$ cat config.mk
export PLATFORM = sky130hd
export DESIGN_NAME = obstacle_generator_flat
export DESIGN_NICKNAME = d
export VERILOG_FILES = /design/src/rtl/obstacle_generator_if.sv /design/src/rtl/obstacle_generator.sv /design/src/flat_wrapper.sv
export SDC_FILE = /design/constraint.sdc
export NUM_CORES = 1
export LEC_CHECK = 0
export CORE_AREA = 2 2 97 99
export CTS_BUF_LIST = sky130_fd_sc_hd__clkbuf_4
export CTS_CLUSTER_DIAMETER = 40
export DETAILED_ROUTE_END_ITERATION = 10
export DIE_AREA = 0 0 99 101
export SYNTH_ARGS = -nofsm -noshare
export SYNTH_HDL_FRONTEND = slang
export SYNTH_SLANG_ARGS = --single-unit
$ cat constraint.sdc
create_clock -name clk -period 6.3 [get_ports clk]
set_input_delay 1.575 -clock clk [delete_from_list [all_inputs] [get_ports clk]]
set_output_delay 1.575 -clock clk [all_outputs]
set_load 0.05 [all_outputs]
$ cat src/rtl/obstacle_generator_if.sv
// Obstacle generator bus: control pulses in, block geometry and game status out.
//   start, frame_tick, collision : control inputs to the generator
//   block_x/y/width/height       : current block geometry
//   block_valid                  : geometry is meaningful (block on screen)
//   score, speed, game_over      : game status
interface obstacle_generator_if;
    logic       start;
    logic       frame_tick;
    logic       collision;
    logic [7:0] block_x;
    logic [6:0] block_y;
    logic [3:0] block_width;
    logic [3:0] block_height;
    logic       block_valid;
    logic [7:0] score;
    logic [2:0] speed;
    logic       game_over;

    // Driver of control pulses / consumer of geometry
    modport master (
        output start, frame_tick, collision,
        input  block_x, block_y, block_width, block_height,
        input  block_valid, score, speed, game_over
    );

    // The generator itself
    modport slave (
        input  start, frame_tick, collision,
        output block_x, block_y, block_width, block_height,
        output block_valid, score, speed, game_over
    );
endinterface

$ cat src/rtl/obstacle_generator.sv
// Obstacle generator: spawns a pseudo-random block at the right screen edge,
// scrolls it left once per frame, waits a random gap after it exits, and
// freezes on collision until restarted.
// Ports:
//   clk   : system clock
//   reset : asynchronous, active-high reset
//   bus   : obstacle_generator_if.slave (start/frame_tick/collision in,
//           geometry, score, speed and game_over out; all registered)
module obstacle_generator #(
    parameter int unsigned SCREEN_W   = 160,
    parameter int unsigned GROUND_Y   = 100,
    parameter int unsigned MIN_W      = 4,
    parameter int unsigned MIN_H      = 4,
    parameter int unsigned MIN_GAP    = 8,
    parameter int unsigned BASE_SPEED = 1,
    parameter int unsigned MAX_SPEED  = 4,
    parameter logic [7:0]  LFSR_SEED  = 8'hA5
) (
    input  logic                 clk,
    input  logic                 reset,
    obstacle_generator_if.slave  bus
);

    localparam int unsigned GAP_W = 6;

    typedef enum logic [1:0] {
        S_IDLE   = 2'd0,
        S_GAP    = 2'd1,
        S_SCROLL = 2'd2,
        S_HALT   = 2'd3
    } state_t;

    state_t           r_state;
    logic [7:0]       r_lfsr;
    logic [GAP_W-1:0] r_gap_cnt;
    logic [GAP_W-1:0] r_next_gap;
    logic [7:0]       r_block_x;
    logic [6:0]       r_block_y;
    logic [3:0]       r_block_w;
    logic [3:0]       r_block_h;
    logic             r_block_valid;
    logic [7:0]       r_score;
    logic [2:0]       r_speed;
    logic             r_game_over;

    logic [7:0]       w_lfsr_next;
    logic [3:0]       w_spawn_w;
    logic [3:0]       w_spawn_h;
    logic [6:0]       w_spawn_y;
    logic [GAP_W-1:0] w_spawn_gap;
    logic [7:0]       w_score_inc;
    logic             w_speed_up;
    logic             w_can_move;
    logic             w_restart;

    // Spawn geometry and next gap come from the current (pre-advance) LFSR value
    assign w_lfsr_next = {r_lfsr[6:0], r_lfsr[7] ^ r_lfsr[5] ^ r_lfsr[4] ^ r_lfsr[3]};
    assign w_spawn_w   = 4'(MIN_W) + {1'b0, r_lfsr[1:0], 1'b0};
    assign w_spawn_h   = 4'(MIN_H) + {1'b0, r_lfsr[4:2]};
    assign w_spawn_y   = 7'(GROUND_Y) - {3'b000, w_spawn_h};
    assign w_spawn_gap = GAP_W'(MIN_GAP) + {1'b0, r_lfsr[7:5], 2'b00};

    // Score saturates; speed steps up when the new score hits a multiple of 8
    assign w_score_inc = (r_score == 8'hFF) ? r_score : r_score + 8'd1;
    assign w_speed_up  = (w_score_inc[2:0] == 3'd0) && (w_score_inc != 8'd0)
                       && (r_speed < 3'(MAX_SPEED));

    // Exit is taken instead of a subtraction that would underflow
    assign w_can_move  = (r_block_x >= {5'b00000, r_speed});

    assign w_restart   = bus.start && ((r_state == S_IDLE) || (r_state == S_HALT));

    // Game FSM and all registered outputs
    always_ff @(posedge clk or posedge reset) begin
        if (reset) begin
            r_state       <= S_IDLE;
            r_lfsr        <= LFSR_SEED;
            r_gap_cnt     <= '0;
            r_next_gap    <= '0;
            r_block_x     <= '0;
            r_block_y     <= '0;
            r_block_w     <= '0;
            r_block_h     <= '0;
            r_block_valid <= 1'b0;
            r_score       <= '0;
            r_speed       <= 3'(BASE_SPEED);
            r_game_over   <= 1'b0;
        end else if (w_restart) begin
            // start beats a same-cycle frame_tick; geometry is left as-is
            r_state       <= S_GAP;
            r_lfsr        <= LFSR_SEED;
            r_gap_cnt     <= '0;
            r_block_valid <= 1'b0;
            r_score       <= '0;
            r_speed       <= 3'(BASE_SPEED);
            r_game_over   <= 1'b0;
        end else begin
            unique case (r_state)
                S_GAP: begin
                    if (bus.frame_tick) begin
                        r_lfsr <= w_lfsr_next;
                        if (r_gap_cnt == '0) begin
                            r_block_x     <= 8'(SCREEN_W - 1);
                            r_block_y     <= w_spawn_y;
                            r_block_w     <= w_spawn_w;
                            r_block_h     <= w_spawn_h;
                            r_next_gap    <= w_spawn_gap;
                            r_block_valid <= 1'b1;
                            r_state       <= S_SCROLL;
                        end else begin
                            r_gap_cnt <= r_gap_cnt - GAP_W'(1);
                        end
                    end
                end
                S_SCROLL: begin
                    // Collision pre-empts movement and LFSR advance
                    if (bus.collision && r_block_valid) begin
                        r_state     <= S_HALT;
                        r_game_over <= 1'b1;
                    end else if (bus.frame_tick) begin
                        r_lfsr <= w_lfsr_next;
                        if (w_can_move) begin
                            r_block_x <= r_block_x - {5'b00000, r_speed};
                        end else begin
                            r_block_valid <= 1'b0;
                            r_score       <= w_score_inc;
                            r_gap_cnt     <= r_next_gap;
                            r_state       <= S_GAP;
                            if (w_speed_up) begin
                                r_speed <= r_speed + 3'd1;
                            end
                        end
                    end
                end
                default: begin
                    // IDLE and HALT hold everything until start
                end
            endcase
        end
    end

    assign bus.block_x      = r_block_x;
    assign bus.block_y      = r_block_y;
    assign bus.block_width  = r_block_w;
    assign bus.block_height = r_block_h;
    assign bus.block_valid  = r_block_valid;
    assign bus.score        = r_score;
    assign bus.speed        = r_speed;
    assign bus.game_over    = r_game_over;

endmodule

$ cat src/flat_wrapper.sv
// flat-port wrapper written by rule: the top's interface ports become plain ports
module obstacle_generator_flat 
#(
    parameter int unsigned SCREEN_W   = 160,
    parameter int unsigned GROUND_Y   = 100,
    parameter int unsigned MIN_W      = 4,
    parameter int unsigned MIN_H      = 4,
    parameter int unsigned MIN_GAP    = 8,
    parameter int unsigned BASE_SPEED = 1,
    parameter int unsigned MAX_SPEED  = 4,
    parameter logic [7:0]  LFSR_SEED  = 8'hA5
)
  (clk, reset, bus_start, bus_frame_tick, bus_collision, bus_block_x, bus_block_y, bus_block_width, bus_block_height, bus_block_valid, bus_score, bus_speed, bus_game_over);
  obstacle_generator_if bus_i ();
  input  logic clk;
  input  logic reset;
  input wire logic [$bits(bus_i.start)-1:0] bus_start;
  input wire logic [$bits(bus_i.frame_tick)-1:0] bus_frame_tick;
  input wire logic [$bits(bus_i.collision)-1:0] bus_collision;
  output wire logic [$bits(bus_i.block_x)-1:0] bus_block_x;
  output wire logic [$bits(bus_i.block_y)-1:0] bus_block_y;
  output wire logic [$bits(bus_i.block_width)-1:0] bus_block_width;
  output wire logic [$bits(bus_i.block_height)-1:0] bus_block_height;
  output wire logic [$bits(bus_i.block_valid)-1:0] bus_block_valid;
  output wire logic [$bits(bus_i.score)-1:0] bus_score;
  output wire logic [$bits(bus_i.speed)-1:0] bus_speed;
  output wire logic [$bits(bus_i.game_over)-1:0] bus_game_over;
  assign bus_i.start = bus_start;
  assign bus_i.frame_tick = bus_frame_tick;
  assign bus_i.collision = bus_collision;
  assign bus_block_x = bus_i.block_x;
  assign bus_block_y = bus_i.block_y;
  assign bus_block_width = bus_i.block_width;
  assign bus_block_height = bus_i.block_height;
  assign bus_block_valid = bus_i.block_valid;
  assign bus_score = bus_i.score;
  assign bus_speed = bus_i.speed;
  assign bus_game_over = bus_i.game_over;
  obstacle_generator #(.SCREEN_W(SCREEN_W), .GROUND_Y(GROUND_Y), .MIN_W(MIN_W), .MIN_H(MIN_H), .MIN_GAP(MIN_GAP), .BASE_SPEED(BASE_SPEED), .MAX_SPEED(MAX_SPEED), .LFSR_SEED(LFSR_SEED)) u_core (.clk(clk), .reset(reset), .bus(bus_i));
endmodule
==> results of run 1 <==
-- area by class of cell --
| cell class | count | area (um^2) |
|---|---|---|
| well taps | 111 | 139 |
| clock inverters | 3 | 28.8 |
| clock buffers | 5 | 37.5 |
| multi-input cells | 233 | 1570 |
| flip-flops and latches | 54 | 1360 |
| inverters | 20 | 75.1 |
| repair buffers | 40 | 398 |
| fillers | 894 | 5380 |
-- metal layers --
metal | vias up | share of wire, % | global-route usage, %
met4 | 0 | 0.70 | 3.58
met1 | 1195 | 48 | 19.4
li1 | 1252 | - | -
met2 | 43 | 47 | 23.8
met3 | 5 | 3.4 | 2.29
met5 | - | 0 | 0
-- stage by stage --
stage / hold slack (ns) / util [%] / instance area (um^2) / cells
2_1_floorplan: 0.450 / - / 3090 / 327
3_3_place_gp: 0.460 / 39.4 / 3540 / 458
3_5_place_dp: 0.456 / 39.4 / 3540 / 458
4_1_cts: 0.497 / 40.1 / 3600 / 466
5_1_grt: 0.519 / 40.1 / 3600 / 466
6_report: 0.492 / 40.1 / 3600 / 466
-- worst min path at each step --
stage,start,to,slack [ns]
2_1_floorplan,u_core.r_next_gap[3],u_core.r_next_gap[3],0.45
3_3_place_gp,u_core.bus.block_y[6],u_core.bus.block_y[6],0.46
3_5_place_dp,u_core.bus.block_y[6],u_core.bus.block_y[6],0.46
4_1_cts,u_core.bus.block_y[6],u_core.bus.block_y[6],0.50
5_1_grt,u_core.bus.block_y[6],u_core.bus.block_y[6],0.52
6_report,u_core.bus.block_y[6],u_core.bus.block_y[6],0.49
-- power groups by stage --
stage / clock network, uW / registers [uW] / logic [uW]
final: 170 / 562 / 918
after global routing: 192 / 580 / 1010
after CTS: 179 / 563 / 925
after detailed placement: 0 / 570 / 921
after global placement: 0 / 569 / 904
after floorplan: 0 / 726 / 518
-- worst reg2reg max path: stages, from the launching register on --
cell and delay, ns:
dfrtp_1 0.42, inv_1 0.08, ha_1 0.85, a21boi_0 0.36, nand4_1 0.31, or3_1 0.46
a311oi_1 0.23, nand3b_1 0.13
-- sequential cells by signal, summed over array words and instances (netlist names) --
| register | count |
|---|---|
| u_core.bus.block_height | 4 |
| u_core.bus.block_valid | 1 |
| u_core.bus.block_width | 3 |
| u_core.bus.block_x | 8 |
| u_core.bus.block_y | 6 |
| u_core.bus.game_over | 1 |
| u_core.bus.score | 8 |
| u_core.bus.speed | 3 |
| u_core.r_gap_cnt | 6 |
| u_core.r_lfsr | 8 |
| u_core.r_next_gap | 4 |
| u_core.r_state | 2 |
-- logic make-up after synthesis --
| family | count (synthesis) | share of synthesized area (%) |
|---|---|---|
| buf+inv | 40 | 5.42 |
| mux | 10 | 3.56 |
| other cells | 1 | 0.121 |
| xor+xnor | 6 | 1.70 |
| compound gates | 91 | 20.9 |
| flops | 54 | 43.9 |
| simple gates | 112 | 18.9 |
| fa+ha+maj | 13 | 5.50 |
-- cell usage after synthesis (2+ instances only) --
master      n
xnor2_1     4
nand2_1    35
nand2b_1    4
nor2_1     19
o22ai_1     3
nor3_1     10
mux2_2      8
and2_1      2
inv_1      20
buf_2       2
nand4b_1    2
a21boi_0    2
a21oi_1    16
mux2i_1     2
o21a_1      2
o31a_1      2
ha_1       12
nor4_1      3
buf_4       2
o41ai_1     2
dfrtp_1    49
o21ai_0    19
nand3_1    12
or3_1       4
a31oi_1     8
and3_1      4
o2bb2ai_1   4
o31ai_1     5
clkbuf_1   15
or3_4       2
dfstp_2     5
nor2b_1     2
xor2_1      2
o311ai_0    3
o2111ai_1   2
a31o_2      2
nand4_1     4
a311oi_1    2
a211oi_1    3
and4_1      3
o211ai_1    3
==> key figures, run 1 <==
Clocking
  – CTS sink count: 54
  – CTS Buf Count: 5
  – Latest clock arrival within the worst-skew pair: 0.38 ns
  – Hold Buf Count CTS: 0
  – CTS tree: yes
  – CTS clk-pin slew, worst paths: 0.18 ns
  – Clock Tree Root: clkbuf_4
  – Clk buf depth: 2
  – Post-CTS Setup Repair Bufs: 0
  – Post-CTS sizing: 0
  – H-tree Lvls: 2

Synth
  – Top cells by area, synth: dfrtp_1, ha_1, dfstp_2, nand2_1, o21ai_0
  – Sequential area share after synthesis: 43.9%
  – Mapped Nets: 345
  – Number of synthesized register bits: 54
  – Post-Syn Area per Cell: 9.45 um^2
  – Netlist cell types: 63
  – Synthesized cell area: 0.00309 mm^2
  – EDFF count, synth: 0
  – Synth Flop Type: dfrtp_1
  – Post-Syn Instances: 327
  – Post-synth top area share: 39.7%
  – Cell taking the most area after synthesis: dfrtp_1
  – Ys async rst share: 100%
  – Synth warnings: 0

Cells and area
  – Synth-to-layout area growth: 16.5%
  – Most frequent cells in the layout: dfrtp_1, clkdlybuf4s50_1, nand2_1
  – Share of layout cells above drive strength 1: 9.30%
  – Antenna fix cells: 0
  – Commonest non-fill, non-tap cell in the layout: dfrtp_1
  – Final net count: 372

Routing
  – Vias per cell: 5.35
  – Avg WL per Cell: 14.7 um
  – Antenna viol nets, final: 0
  – First-pass DRT Iterations: 4
  – DRC: 0
  – Vias: 2495
  – DR iter-0 viols: 88
  – WL final: 6.86 mm

Placement
  – Hpwl dp: 4.83 mm
  – PortBufs: 39
  – Dpl ws: 2.25 ns
  – RePlAce Congestion: 0.890

Timing
  – RSZ-0062 raised after global routing: false
  – Period utilization: 57.2%
  – Slew Limit Fails: 0
  – Endpoints failing setup: 0
  – Setup TNS: 0 ns
  – Pin slew with the least headroom to its limit: 1.07 ns
  – Final hold vios: 0
  – Slew headroom: 28.7%
  – Tmin final: 3.60 ns
  – Setup Skew: 0.0209 ns
  – Max Fclk: 278 MHz
  – Final setup margin: 2.70 ns

Outcome
  – Status: finished clean

GRT
  – Remaining Overflow, GRT: 0
  – Total GRT Usage: 14.3%
  – Initial antenna violation count: 0
  – Vias in the first global route: 2470
  – First-pass GRT wire length: 11.8 mm
  – Largest net degree at the start of global routing: 55

Critical path
  – Worst Setup End Kind: flip-flop
  – Worst r2r dst: u_core.bus.speed[0]
  – CP Capture Point: u_core.bus.block_y[1]
  – Worst Path Buf+Inv: 1
  – CP peak stage delay: 0.83 ns
  – CP Cell Sequence: clkdlybuf4s50_1 -> and2_1 -> or3b_2 -> mux2_2
  – FF-to-FF path depth: 7
  – R2R Path Start: u_core.r_state[0]
  – R2R Setup Slk: 3.39 ns
  – Crit start category: input pin
  – CP Launch Point: bus_start
  – CP top delay family: simple AND/OR/NAND/NOR gates
  – Setup CP Type: in -> reg
  – CP Depth: 4
  – Slowest cell on crit path: and2_1
  – Critical path data arrival time: 3.90 ns
  – Worst-path maximum fanout: 27
  – Worst endpoint required time: 6.60 ns

Pwr
  – Power Total: 1650 uW
  – Combinational power share: 55.7%
  – Switch Pwr: 798 uW
  – PwrDens: 458 mW/mm^2
  – Sw frac: 48.4%
  – Internal: 851 uW
  – Seq pwr share: 34.1%
  – Clock power frac: 10.3%
  – Lkg Pwr: 0.00149 uW
  – Peak supply drop: 0.208 mV

Floorplanning
  – Die width: 99 um
  – Initial core utilization: 34.4%
  – Die ar.: 0.0100 mm^2
  – Core Rows: 35
  – Total core area: 0.00898 mm^2
  – DIE HEIGHT: 101 um
  – Number of I/O pins: 41

Run
  – Max cap viols: 0

Worst hold path
  – Min-delay worst type: reg -> reg
  – Hold path depth: 1
(Power assumes the default switching activity.)
==> run 2, diff against run 1 <==
clock period = 3.3 ns   (was 6.3 ns; I/O delays follow)
==> run 2 against run 1 <==
Against the previous run:
- routed wire length grew 3.8%
- critical path type is now reg -> out
- first-iteration DRC count grew 59%
- final cell count grew 1.1%
- critical path depth shrank 3
- total power grew 95%
- sequential cell count is the same
- largest cell class unchanged
- clock skew grew 0.0054 ns
- highest routed layer unchanged
- hold slack gained 0.0086 ns
==> key figures, run 2 (same netlist as run 1, synthesis figures left out) <==
Outcome
  – Status: finished clean (unchanged)

Cells and area
  – Share of layout cells above drive strength 1: 10.6% (was 9.30%)
  – Synth-to-layout area growth: 17.7% (was 16.5%)
  – Area of the multi-input gates: 0.00157 mm^2 (unchanged)
  – Sequential Area: 0.00136 mm^2 (unchanged)
  – Final non-filler cell total: 471 (was 466)
  – Fill cells: 917 (was 894)
  – Most frequent cells in the layout: dfrtp_1, clkdlybuf4s50_1, nand2_1 (unchanged)
  – Final net count: 377 (was 372)
  – Antenna fix cells: 0 (unchanged)
  – Commonest non-fill, non-tap cell in the layout: dfrtp_1 (unchanged)

Run
  – Max cap viols: 0 (unchanged)

Placement
  – Hpwl dp: 5.08 mm (was 4.83 mm)
  – PortBufs: 39 (unchanged)
  – RePlAce Congestion: 0.842 (was 0.890)
  – Cells after DPL: 463 (was 458)

Routing
  – Vias per cell: 5.36 (was 5.35)
  – First-pass DRT Iterations: 4 (unchanged)
  – Avg WL per Cell: 15.1 um (was 14.7 um)
  – Antenna viol nets, final: 0 (unchanged)
  – WL final: 7.12 mm (was 6.86 mm)
  – DR iter-0 viols: 140 (was 88)
  – Vias: 2526 (was 2495)
  – DRC: 0 (unchanged)

Pwr
  – Peak supply drop: 0.425 mV (was 0.208 mV)
  – Lkg Pwr: 0.00152 uW (was 0.00149 uW)
  – PwrDens: 882 mW/mm^2 (was 458 mW/mm^2)
  – Power Total: 3210 uW (was 1650 uW)

GRT
  – Initial antenna violation count: 0 (unchanged)
  – Routing usage on met2: 24.8% (was 23.8%)
  – First-pass GRT wire length: 12.1 mm (was 11.8 mm)
  – Grt peak-use layer: met2 (unchanged)
  – Met3 usage: 2.70% (was 2.29%)
  – Vias in the first global route: 2427 (was 2470)
  – Largest net degree at the start of global routing: 29 (was 55)
  – Remaining Overflow, GRT: 0 (unchanged)
  – M1 GR Usage: 19.9% (was 19.4%)
  – Total GRT Usage: 14.8% (was 14.3%)

Floorplanning
  – Die ar.: 0.0100 mm^2 (unchanged)
  – Total core area: 0.00898 mm^2 (unchanged)
  – Core Rows: 35 (unchanged)
  – Number of I/O pins: 41 (unchanged)
  – DIE HEIGHT: 101 um (unchanged)
  – Initial core utilization: 34.4% (unchanged)
  – Die width: 99 um (unchanged)

Critical path
  – CP top delay family: buffers and inverters (was simple AND/OR/NAND/NOR gates)
  – FF-to-FF path depth: 6 (was 7)
  – CP Capture Point: bus_score[4] (was u_core.bus.block_y[1])
  – Worst Path Buf+Inv: 1 (unchanged)
  – CP Launch Point: u_core.bus.score[4] (was bus_start)
  – Worst endpoint required time: 2.47 ns (was 6.60 ns)
  – CP Cell Sequence: clkdlybuf4s50_1 (was clkdlybuf4s50_1 -> and2_1 -> or3b_2 -> mux2_2)
  – Worst-path maximum fanout: 12 (was 27)
  – R2R Path Start: u_core.bus.speed[0] (was u_core.r_state[0])
  – Crit start category: flip-flop (was input pin)
  – Setup CP Type: reg -> out (was in -> reg)
  – CP peak stage delay: 0.88 ns (was 0.83 ns)
  – CP Depth: 1 (was 4)
  – Worst r2r dst: u_core.r_gap_cnt[0] (was u_core.bus.speed[0])
  – Slowest cell on crit path: clkdlybuf4s50_1 (was and2_1)
  – R2R Setup Slk: 0.78 ns (was 3.39 ns)
  – Worst Setup End Kind: output pin (was flip-flop)
  – Critical path data arrival time: 1.87 ns (was 3.90 ns)

Timing
  – Final hold vios: 0 (unchanged)
  – Slew Limit Fails: 0 (unchanged)
  – Period utilization: 81.8%
  – RSZ-0062 raised after global routing: false (unchanged)
  – Pin slew with the least headroom to its limit: 0.582 ns (was 1.07 ns)
  – Endpoints failing setup: 0 (unchanged)
  – Max Fclk: 370 MHz
  – Setup TNS: 0 ns (unchanged)
  – Tmin final: 2.70 ns
  – Slew headroom: 61.2% (was 28.7%)
  – Setup Skew: 0.0263 ns (was 0.0209 ns)

Clocking
  – Clk buf depth: 2 (unchanged)
  – Post-CTS Setup Repair Bufs: 0 (unchanged)
  – CTS clk-pin slew, worst paths: 0.19 ns (was 0.18 ns)
  – Latest clock arrival within the worst-skew pair: 0.40 ns (was 0.38 ns)
  – Clock Tree Root: clkbuf_4 (unchanged)
  – Post-CTS sizing: 0 (unchanged)
  – Hold Buf Count CTS: 0 (unchanged)
  – H-tree Lvls: 2 (unchanged)
  – CTS Buf Count: 5 (unchanged)
  – CTS sink count: 54 (unchanged)
  – CTS tree: yes (unchanged)

Worst hold path
  – Hold path depth: 1 (unchanged)
  – Min-delay worst type: reg -> reg (unchanged)
## run 2: cell count changes in the layout (fill, tap and decap cells not counted)
cell / before / now
buf_4: 1 / 6
## run 2: stage by stage
stage | cell area [um^2] | utilization, % | setup WS (ns) | hold WS (ns)
after floorplan | 3090 | - | 0.731 | 0.450
after global placement | 3570 | 39.8 | 0.534 | 0.462
after detailed placement | 3570 | 39.8 | 0.462 | 0.459
after CTS | 3640 | 40.5 | 0.583 | 0.501
after global routing | 3640 | 40.5 | 0.519 | 0.527
final | 3640 | 40.5 | 0.600 | 0.501
## run 2: worst min-delay path by stage
stage                                      from               endpoint  slack (ns)
final                     u_core.bus.block_y[6]  u_core.bus.block_y[6]        0.50
after global routing      u_core.bus.block_y[5]  u_core.bus.block_y[5]        0.53
after CTS                 u_core.bus.block_y[6]  u_core.bus.block_y[6]        0.50
after detailed placement  u_core.bus.block_y[6]  u_core.bus.block_y[6]        0.46
after global placement    u_core.bus.block_y[6]  u_core.bus.block_y[6]        0.46
after floorplan            u_core.r_next_gap[3]   u_core.r_next_gap[3]        0.45
## run 2: final cells by class
| cell class | instances | area share [%] |
|---|---|---|
| multi-input combinational | 233 | 43.0 |
| sequential | 54 | 37.3 |
| timing repair buffer | 45 | 12.0 |
| tap | 111 | 3.82 |
| inverter | 20 | 2.06 |
| clock buffer | 5 | 1.03 |
| clock inverter | 3 | 0.791 |
## run 2: worst reg2reg max path: cells and delay by family (launching register included)
family                     cells  cell delay, ns
muxes                          1            0.29
adders and majority gates      1            0.26
AOI/OAI and AO/OA              1            0.41
and+or+nand+nor                3            0.83
DFF                            1            0.62
## run 2: per-layer routing
layer | part of all wire [%] | up-vias
li1 | - | 1255
met1 | 48 | 1225
met2 | 47 | 39
met3 | 3.2 | 7
met4 | 0.86 | 0
met5 | 0 | -
## run 2: report_power, final
group	internal, uW	total [uW]	switching [uW]
clock	91.8	341	249
sequential	895	1070	173
combinational	663	1800	1140
total	1650	3210	1560
==> run 3, diff against run 2 <==
clock period = 2.6 ns   (was 3.3 ns; I/O delays follow)
==> run 3 against run 2 <==
Against the previous run:
- clock-buffer cell count unchanged
- first-iteration DRC count down 19%
- sequential cell count unchanged
- routed wire length down 0.39%
- critical path depth unchanged
- highest routed layer unchanged
- setup slack worse by 0.51 ns
- hold slack worse by 0.0046 ns
- design area up 2.9%
==> key figures, run 3 (same netlist as run 1, synthesis figures left out) <==
Timing
  – Slew headroom: 64.7% (was 61.2%)
  – Endpoints failing setup: 0 (unchanged)
  – Period utilization: 96.3%
  – Max Fclk: 399 MHz
  – RSZ-0062 raised after global routing: false (unchanged)
  – Setup TNS: 0 ns (unchanged)
  – Pin slew with the least headroom to its limit: 0.525 ns (was 0.582 ns)
  – Final hold vios: 0 (unchanged)
  – Tmin final: 2.50 ns
  – Slew Limit Fails: 0 (unchanged)
  – Setup Skew: 0.0108 ns (was 0.0263 ns)

Cells and area
  – Area of the multi-input gates: 0.00157 mm^2 (about the same)
  – Final net count: 386 (was 377)
  – Synth-to-layout area growth: 21.1% (was 17.7%)
  – Final non-filler cell total: 480 (was 471)
  – Most frequent cells in the layout: dfrtp_1, clkdlybuf4s50_1, nand2_1 (unchanged)
  – Fill cells: 895 (was 917)
  – Sequential Area: 0.00136 mm^2 (unchanged)
  – Share of layout cells above drive strength 1: 13.0% (was 10.6%)
  – Commonest non-fill, non-tap cell in the layout: dfrtp_1 (unchanged)
  – Final instance area: 0.00374 mm^2 (was 0.00364 mm^2)
  – Antenna fix cells: 0 (unchanged)

Floorplanning
  – Core Rows: 35 (unchanged)
  – Die ar.: 0.0100 mm^2 (unchanged)
  – Number of I/O pins: 41 (unchanged)
  – Die width: 99 um (unchanged)
  – Initial core utilization: 34.4% (unchanged)
  – Total core area: 0.00898 mm^2 (unchanged)
  – DIE HEIGHT: 101 um (unchanged)

Routing
  – First-pass DRT Iterations: 4 (unchanged)
  – Avg WL per Cell: 14.8 um (was 15.1 um)
  – DR iter-0 viols: 113 (was 140)
  – Vias: 2583 (was 2526)
  – Vias per cell: 5.38 (was 5.36)
  – WL final: 7.09 mm (was 7.12 mm)
  – Antenna viol nets, final: 0 (unchanged)
  – DRC: 0 (unchanged)

Critical path
  – Critical path data arrival time: 1.85 ns (was 1.87 ns)
  – R2R Path Start: u_core.bus.speed[0] (unchanged)
  – Worst-path maximum fanout: 12 (unchanged)
  – Crit start category: flip-flop (unchanged)
  – CP peak stage delay: 0.87 ns (was 0.88 ns)
  – R2R Setup Slk: 0.14 ns (was 0.78 ns)
  – Worst endpoint required time: 1.95 ns (was 2.47 ns)
  – Worst Setup End Kind: output pin (unchanged)
  – Slowest cell on crit path: clkdlybuf4s50_1 (unchanged)
  – FF-to-FF path depth: 6 (unchanged)
  – CP Cell Sequence: clkdlybuf4s50_1 (unchanged)
  – Setup CP Type: reg -> out (unchanged)
  – Worst Path Buf+Inv: 1 (unchanged)
  – CP top delay family: buffers and inverters (unchanged)
  – Worst r2r dst: u_core.r_gap_cnt[1] (was u_core.r_gap_cnt[0])

Run
  – Max cap viols: 0 (unchanged)

Clocking
  – CTS tree: yes (unchanged)
  – Post-CTS Setup Repair Bufs: 0 (unchanged)
  – CTS Buf Count: 5 (unchanged)
  – Hold Buf Count CTS: 0 (unchanged)
  – CTS sink count: 54 (unchanged)
  – Post-CTS sizing: 0 (unchanged)
  – CTS clk-pin slew, worst paths: 0.17 ns (was 0.19 ns)
  – Clk buf depth: 2 (unchanged)
  – Latest clock arrival within the worst-skew pair: 0.39 ns (was 0.40 ns)
  – H-tree Lvls: 2 (unchanged)
  – Clock Tree Root: clkbuf_4 (unchanged)

Pwr
  – Peak supply drop: 0.637 mV (was 0.425 mV)
  – Lkg Pwr: 0.00157 uW (was 0.00152 uW)
  – PwrDens: 1120 mW/mm^2 (was 882 mW/mm^2)

Outcome
  – Status: finished clean (unchanged)

GRT
  – Largest net degree at the start of global routing: 35 (was 29)
  – Total GRT Usage: 14.7% (was 14.8%)
  – Remaining Overflow, GRT: 0 (unchanged)
  – First-pass GRT wire length: 12.0 mm (was 12.1 mm)
  – Initial antenna violation count: 0 (unchanged)
  – Vias in the first global route: 2526 (was 2427)

Worst hold path
  – Hold path depth: 1 (unchanged)
  – Hold Path End: u_core.bus.block_y[6] (unchanged)
  – Hold Crit Start: u_core.bus.block_y[6] (unchanged)
  – Min-delay worst type: reg -> reg (unchanged)

Placement
  – Post-DP Area: 0.00365 mm^2 (was 0.00357 mm^2)
  – Cells after DPL: 472 (was 463)
  – RePlAce Congestion: 0.876 (was 0.842)
  – PortBufs: 39 (unchanged)
  – Hpwl dp: 5.09 mm (was 5.08 mm)
run 3: changes by cell type in the layout (fill, tap and decap cells not counted):
cell,previous run,this run
buf_12,0,1
buf_4,6,14
bufinv_16,0,1
inv_6,0,2
inv_8,1,0
clkinv_4,2,0
nor4_2,0,1
nor4_1,3,2
run 3: area by class of cell:
| class | instances | area share, % |
|---|---|---|
| multi-input combinational | 233 | 42.0 |
| inverter | 20 | 2.00 |
| sequential | 54 | 36.3 |
| timing repair buffer | 54 | 13.8 |
| clock buffer | 5 | 1.00 |
| tap | 111 | 3.71 |
| clock inverter | 3 | 1.27 |
run 3: power breakdown:
| group | switching (uW) | internal (uW) | leakage (uW) |
|---|---|---|---|
| Sequential | 218 | 1140 | 0.000663 |
| Combinational | 1430 | 906 | 0.000864 |
| Clock | 306 | 210 | 0.0000462 |
run 3: how the worst max path moves through the flow:
stage | slack [ns] | to | startpoint | depth (start not counted)
after floorplan | 0.03 | u_core.bus.block_x[5] | u_core.bus.block_x[0] | 8
after global placement | 0.07 | u_core.bus.score[1] | bus_collision | 7
after detailed placement | 0.05 | u_core.bus.score[1] | bus_collision | 7
after CTS | 0.09 | bus_score[4] | u_core.bus.score[4] | 1
after global routing | 0.01 | u_core.bus.block_x[5] | u_core.bus.block_x[0] | 8
final | 0.1 | bus_score[4] | u_core.bus.score[4] | 1
run 3: layer usage:
layer | up-vias | track usage, % | wire [um]
li1 | 1286 | - | -
met1 | 1259 | 19.8 | 3390
met2 | 33 | 25.2 | 3470
met3 | 5 | 2.64 | 181
met4 | 0 | 2.63 | 55
met5 | - | 0 | 0
run 3: through the flow:
stage	utilization (%)	power (uW)	hold slack (ns)	worst slack (ns)
after floorplan	-	3020	0.450	0.0309
after global placement	40.7	3690	0.460	0.0742
after detailed placement	40.7	3720	0.460	0.0500
after CTS	41.6	4240	0.505	0.0928
after global routing	41.7	4540	0.531	0.0122
final	41.7	4210	0.496	0.0955
